===== src/rtl/bcd_to_bin_seq.sv =====
// Sequential BCD (4 digits) to binary converter, one shift-and-correct step per clock.
// Optional digit validation is enabled by defining BCD_CHECK_EN.
module bcd_to_bin_seq #(
    parameter int unsigned N = 14
) (
    input  logic         clk,
    input  logic         rst,
    input  logic         start,
    input  logic [3:0]   thousands,
    input  logic [3:0]   hundred,
    input  logic [3:0]   tens,
    input  logic [3:0]   ones,
    output logic [N-1:0] binary,
    output logic         busy,
    output logic         done,
    output logic         error
);

    localparam int unsigned CW = $clog2(N);

    typedef enum logic [1:0] {
        IDLE,
        CONV,
        DONE
    } state_t;

    state_t          state;
    state_t          state_next;
    logic [15:0]     digits;
    logic [15:0]     bcd;
    logic [15:0]     bcd_shift;
    logic [15:0]     bcd_next;
    logic [N-1:0]    bin;
    logic [N-1:0]    bin_next;
    logic [CW-1:0]   count;
    logic            last_iter;
    logic            digit_bad;

    assign digits    = {thousands, hundred, tens, ones};
    assign last_iter = (count == CW'(N - 1));
    assign busy      = (state != IDLE);
    assign done      = (state == DONE);

`ifdef BCD_CHECK_EN
    logic error_q;

    // A nibble exceeds 9 when bit 3 is set together with bit 2 or bit 1.
    assign digit_bad = (thousands[3] & (thousands[2] | thousands[1])) |
                       (hundred[3]   & (hundred[2]   | hundred[1]))   |
                       (tens[3]      & (tens[2]      | tens[1]))      |
                       (ones[3]      & (ones[2]      | ones[1]));
    assign error     = error_q;
`else
    assign digit_bad = 1'b0;
    assign error     = 1'b0;
`endif

    always_comb begin
        bcd_shift = {1'b0, bcd[15:1]};
        bin_next  = {bcd[0], bin[N-1:1]};
        bcd_next  = bcd_shift;
        for (int unsigned i = 0; i < 4; i++) begin
            if (bcd_shift[4*i+3]) begin
                bcd_next[4*i +: 4] = bcd_shift[4*i +: 4] - 4'd3;
            end
        end
    end

    always_comb begin
        state_next = state;
        case (state)
            IDLE: begin
                if (start) begin
                    state_next = digit_bad ? DONE : CONV;
                end
            end
            CONV: begin
                if (last_iter) begin
                    state_next = DONE;
                end
            end
            DONE:    state_next = IDLE;
            default: state_next = IDLE;
        endcase
    end

    always_ff @(posedge clk or posedge rst) begin
        if (rst) begin
            state   <= IDLE;
            bcd     <= '0;
            bin     <= '0;
            count   <= '0;
            binary  <= '0;
`ifdef BCD_CHECK_EN
            error_q <= 1'b0;
`endif
        end else begin
            state <= state_next;
            case (state)
                IDLE: begin
                    if (start) begin
                        bcd   <= digits;
                        bin   <= '0;
                        count <= '0;
`ifdef BCD_CHECK_EN
                        if (digit_bad) begin
                            binary  <= '0;
                            error_q <= 1'b1;
                        end
`endif
                    end
                end
                CONV: begin
                    bcd   <= bcd_next;
                    bin   <= bin_next;
                    count <= count + CW'(1);
                    // Result is taken from the final step directly so it is valid in DONE.
                    if (last_iter) begin
                        binary <= bin_next;
`ifdef BCD_CHECK_EN
                        error_q <= 1'b0;
`endif
                    end
                end
                default: ;
            endcase
        end
    end

endmodule


===== config.mk =====
export PLATFORM = sky130hd
export DESIGN_NAME = bcd_to_bin_seq
export DESIGN_NICKNAME = d
export VERILOG_FILES = /design/src/rtl/bcd_to_bin_seq.sv
export SDC_FILE = /design/constraint.sdc
export NUM_CORES = 1
export LEC_CHECK = 0
export ABC_AREA = 1
export CAP_MARGIN = 5
export CORE_UTILIZATION = 40
export CTS_CLUSTER_SIZE = 10
export DETAILED_ROUTE_END_ITERATION = 6
export PLACE_DENSITY = 0.63
export SLEW_MARGIN = 10
export SYNTH_ARGS = -nofsm -noshare
export SYNTH_HDL_FRONTEND = slang
export SYNTH_SLANG_ARGS = --single-unit

===== constraint.sdc =====
create_clock -name clk -period 2.9 [get_ports clk]
set_input_delay 0.435 -clock clk [delete_from_list [all_inputs] [get_ports clk]]
set_output_delay 0.435 -clock clk [all_outputs]
set_load 0.1 [all_outputs]

==> flow_summary_export.csv, run 1 <==
group,metric,value,unit
clocking,cts_setup_buffers,0,
clocking,clockRootBuffer,"clkbuf_8",
floorplanning,die_h,78.5,microns
sta,fin_crit_sh,66.8,%
worst_setup_path,end_kind,"primary output",
worst_setup_path,critPathBufInv,2,
floorplanning,dieArea,6170,sq um
logic_synthesis,synth_edf_count,0,
worst_setup_path,crit_arrival,1500,ps
cells_and_area,nets,332,
logic_synthesis,ys_seq_area_share,52.4,%
worst_setup_path,cp.required,2470,ps
cells_and_area,antenna_cells,0,
clocking,cts_buffer_depth,2,
logic_synthesis,synth_compound_area_share,13.2,%
floorplanning,die_w,78.5,microns
sta,max_freq,0.516,GHz
sta,min_period,1940,ps
logic_synthesis,syn-num-nets,299,
logic_synthesis,syn_inst,275,
outcome,outcome,"finished clean",
floorplanning,core_area,5570,sq um
flow_run,cap_violations,0,
clocking,tritoncts,"done",
global_routing,grt_start_max_net_pins,27,
worst_setup_path,cpMaxStageDelayCell,"dfrtp_1",
floorplanning,initial_utilization,42.0,%
global_routing,grt_pass1_vias,1769,
drt,firstDrtPassIters,4,
worst_setup_path,worst-path-max-fanout,9,
cells_and_area,fill_cells,579,
global_routing,grt_util_all_layers,16.5,%
logic_synthesis,ys.flop_type,"dfrtp_1",
sta,worst_pin_slew,549,ps
cells_and_area,final_common_cell,"nand2_1",
logic_synthesis,async_flop_share,100,%
sta,rsz0062_at_grt,"no",
logic_synthesis,yosysWarnings,0,
global_routing,grt_pass1_wl,7.92,mm
drt,drtIter0Drc,68,
logic_synthesis,synth_seq_cells,49,
floorplanning,rows,27,
worst_setup_path,max_stage_delay,520,ps
drt,drc,0,
worst_setup_path,reg2reg_from,"state[0]",
logic_synthesis,synthSimpleGateAreaFrac,20.5,%
sta,fin_skew,11.5,ps
logic_synthesis,synth_cell_type_count,24,
logic_synthesis,synth_mux_area_share,0,%
logic_synthesis,synth-xor-area-share,1.12,%
logic_synthesis,synth_area_leaders,"dfrtp_1, nand2_1, inv_1",
sta,hold_slack,489,ps
sta,slew_headroom,63.4,%
cells_and_area,seq_area,1230,sq um
logic_synthesis,synth_top_family_by_area,"simple AND/OR/NAND/NOR gates",
placement,hpwl,3.20,mm
logic_synthesis,syn_avg_cell_area,8.52,sq um
sta,hold_violations,0,
logic_synthesis,yosys.area.top_type,"dfrtp_1",
clocking,htreeDepth,2,
global_routing,grt_overflow,0,
clocking,cts.sinks,49,
logic_synthesis,yosys.area.top_type_share,52.4,%
clocking,clk_latency,310,ps
cells_and_area,drive_above_1_share,14.6,%
clocking,cts_made_buffers,5,
drt,routed_via_density,4.67,
worst_setup_path,crit_family,"flip-flops",
drt,vias,1775,
global_routing,antenna_found_initial,0,
min_path,hold_path.class,"input pin to async pin",
cells_and_area,layout_common_cells,"nand2_1, dfrtp_1, inv_1",
worst_setup_path,rrSetupSlack,1090,ps
cells_and_area,area_delta_synth_final,18.5,%
logic_synthesis,yosys.area_share.adder,2.67,%
sta,setup_viol,0,
worst_setup_path,worst_r2r_path_depth,5,
drt,ant_nets,0,
clocking,post_cts_resized,0,
placement,gp_congestion,0.738,
logic_synthesis,synth_area,2340,sq um
worst_setup_path,start_kind,"flop",
sta,drv_slew,0,
clocking,clkSlewWorstSetupHoldPaths,80,ps
worst_setup_path,timing.rr.end,"binary[2]",
floorplanning,ios,36,
worst_setup_path,critPathKind,"flop to primary output",
cells_and_area,multi_input_area,888,sq um
worst_setup_path,path_cells,"nor2_1, inv_1, buf_4",
drt,wire_per_inst,11.8,microns
drt,wirelength,4.49,mm
clocking,cts_hold_buf,0,
sta,finalSetupTns,0,ps
placement,port_buffers,34,
## worst reg2reg max path, cell delays in order, from the launching register on
cell and delay [ps]:
dfrtp_1 580, nand2_4 250, nor3_4 450, buf_4 310, nand2_1 90, o21ai_2 70
## stage by stage
step	setup slack (ps)	utilization [%]	area [sq um]	cells
after CTS	947	49.8	2780	380
after floorplan	687	-	2340	275
after global routing	831	49.8	2780	380
after detailed placement	985	48.2	2690	373
after global placement	1010	48.2	2690	373
final	962	49.8	2780	380
## state kept, by name, indices dropped and copies added (netlist names)
name / cells
state: 2
bin: 13
bcd: 16
count: 4
binary: 14
## how the worst max path moves through the flow
stage	start	slack, ps	to	depth (start not counted)
floorplan	state[0]	690	done	2
global placement	start	1010	bcd[12]	4
detailed placement	start	990	bcd[12]	4
CTS	state[0]	950	busy	3
global route	state[0]	830	busy	3
finish	state[0]	960	busy	3
## Yosys cell counts, types with 4 or more instances
cell type,number
o22ai_1,12
inv_1,39
nand2_1,70
a21oi_1,5
buf_4,6
ha_1,5
nand3_1,14
o21ai_2,9
dfrtp_1,49
buf_2,4
o21ai_0,20
nor2_1,25
## layout make-up
type	count	area share, %
inverter	40	5.41
clock inverter	1	0.271
sequential	49	44.2
timing repair buffer	38	11.9
tap	72	3.25
clock buffer	6	2.98
multi-input combinational	174	32.0
## metal layers
metal | wire, microns | up-vias | global-route usage [%] | share of wire (%)
met1 | 2210 | 813 | 22.2 | 49
met5 | 0 | - | 0 | 0
met4 | 59 | 0 | 7.78 | 1.3
met2 | 2090 | 29 | 26.3 | 47
li1 | - | 927 | - | -
met3 | 133 | 6 | 2.21 | 3.0
## cells by family (layout without fill, tap and decap cells)
kind of cell    Yosys count  in the layout
flops                    49             49
fa+ha+maj                 5              5
simple gates            116            116
other cells               1              1
buf+inv                  52             85
xor+xnor                  3              3
compound gates           49             49
Power of run 1 is left out: the tool's default activity adds up to more than one toggle a clock period on the data nets, which glitch-free logic cannot reach.
==> inputs of run 2 (changes only) <==
Settings changed: PLACE_DENSITY 0.63 to 0.66.
Clock period 2.9 ns to 1.7 ns, I/O delays scaled along.
==> run 2 against run 1 <==
Compared with the run above:
- critical path depth unchanged
- design area grew 11%
- die area unchanged
- largest cell class unchanged
==> flow_summary_export.csv, run 2 (same netlist as run 1, synthesis figures left out) <==
group,metric,value,unit
outcome,outcome,"finished clean",
clocking,cts.sinks,49,
drt,ant_nets,0,
clocking,cts_made_buffers,5,
cells_and_area,post-route-util,55.4,%
floorplanning,ios,36,
sta,setup_viol,0,
floorplanning,die_h,78.5,microns
placement,hpwl,3.13,mm
sta,setup_ws,101,ps
drt,wirelength,4.48,mm
placement,pre_cts_ws,194,ps
worst_setup_path,start_kind,"flop",
floorplanning,die_w,78.5,microns
drt,vias,1812,
clocking,clk_latency,290,ps
floorplanning,core_area,5570,sq um
cells_and_area,largest_register_ffs,16,
sta,hold_slack,235,ps
worst_setup_path,path_cells,"buf_4, nor2_2, buf_12",
drt,routed_via_density,4.68,
floorplanning,initial_utilization,42.0,%
cells_and_area,final_common_cell,"nand2_1",
placement,port_buffers,34,
clocking,tritoncts,"done",
global_routing,antenna_found_initial,0,
worst_setup_path,crit_arrival,1340,ps
worst_setup_path,end_kind,"primary output",
sta,finalSetupTns,0,ps
cells_and_area,area_delta_synth_final,31.8,%
cells_and_area,nets,338,
cells_and_area,regMostFlops,"bcd",
worst_setup_path,cpMaxStageDelayCell,"dfrtp_1",
min_path,hold_path.class,"input pin to async pin",
worst_setup_path,crit_family,"flip-flops",
placement,gp_congestion,0.772,
pwr,cellLeakagePower,1.49,nW
sta,min_period,1600,ps
worst_setup_path,critPathBufInv,2,
clocking,cts_buffer_depth,2,
pwr,peakVddDrop,1.16,mV
worst_setup_path,cp.required,1440,ps
worst_setup_path,critPathKind,"flop to primary output",
floorplanning,dieArea,6170,sq um
sta,fin_skew,5.52,ps
sta,drv_slew,0,
clocking,htreeDepth,2,
cells_and_area,layout_common_cells,"nand2_1, dfrtp_1, inv_1",
global_routing,grt_overflow,0,
drt,firstDrtPassIters,4,
sta,rsz0062_at_grt,"no",
worst_setup_path,max_stage_delay,510,ps
pwr,p_total,6.68,mW
cells_and_area,largestRegisters,"bcd x16, binary x14, bin x13",
sta,fin_crit_sh,94.1,%
sta,max_freq,0.625,GHz
pwr,pwr_density_cell,2160,nW/um^2
cells_and_area,antenna_cells,0,
drt,drtIter0Drc,60,
sta,hold_violations,0,
global_routing,grt_util_all_layers,16.1,%
clocking,clockRootBuffer,"clkbuf_8",
floorplanning,rows,27,
cells_and_area,drive_above_1_share,17.1,%
worst_setup_path,worst-path-max-fanout,5,
flow_run,cap_violations,0,
drt,drc,0,
global_routing,grt_pass1_wl,7.71,mm
global_routing,grt_start_max_net_pins,36,
global_routing,grt_pass1_vias,1700,
drt,wire_per_inst,11.6,microns
clocking,clkSlewWorstSetupHoldPaths,80,ps
run 2: final timing paths:
kind | start | cells past startpoint | slack (ps) | to
max | state[0] | 3 | 100 | done
max in group asynchronous | rst | 3 | 990 | state[0]
min in group clk | bin[9] | 2 | 490 | binary[8]
max reg2reg | state[0] | 7 | 300 | bcd[2]
min reg2reg | bin[9] | 2 | 490 | binary[8]
min | rst | 2 | 230 | binary[4]
run 2: repair_timing:
item                                    4_1_cts  5_1_grt
endpoints found under the hold margin         0        0
endpoints found under the setup margin        0        1
hold buffers                                  0        0
buffers inserted                              0        0
resized for setup                             0        1
run 2: area by class of cell:
type | instances | area, sq um
clock inverter | 1 | 5.00
sequential | 49 | 1230
tap | 72 | 90.1
inverter | 40 | 150
multi-input combinational | 174 | 893
timing repair buffer | 44 | 626
clock buffer | 7 | 96.3
fill | 504 | 2490
run 2: per-layer routing:
metal	wire length, microns	GRT usage [%]	up-vias
li1	-	-	939
met1	2170	20.8	844
met2	2180	27.1	24
met3	80	2.44	5
met4	53	6.11	0
met5	0	0	-
run 2: through the flow:
step	cells	instance area, sq um
after floorplan	275	2340
after global placement	379	2980
after detailed placement	379	2980
after CTS	387	3080
after global routing	387	3090
final	387	3090
run 2: worst register-to-register path, delay by kind of cell (launching register included):
kind | cells | cell delay, ps
simple gates | 5 | 460
buf+inv | 2 | 350
flops | 1 | 550
run 2: where the power goes:
group	leakage [nW]	internal [mW]	switching (mW)
Sequential	0.612	1.70	0.502
Combinational	0.819	1.41	2.33
Clock	0.0542	0.368	0.364
No activity file was read; power rests on OpenSTA's default activity.
==> inputs of run 3 (changes only) <==
Settings changed: SLEW_MARGIN 10 to default.
==> results of run 3 <==
Same layout as run 2: the final DEF is identical, and so are final timing and power.
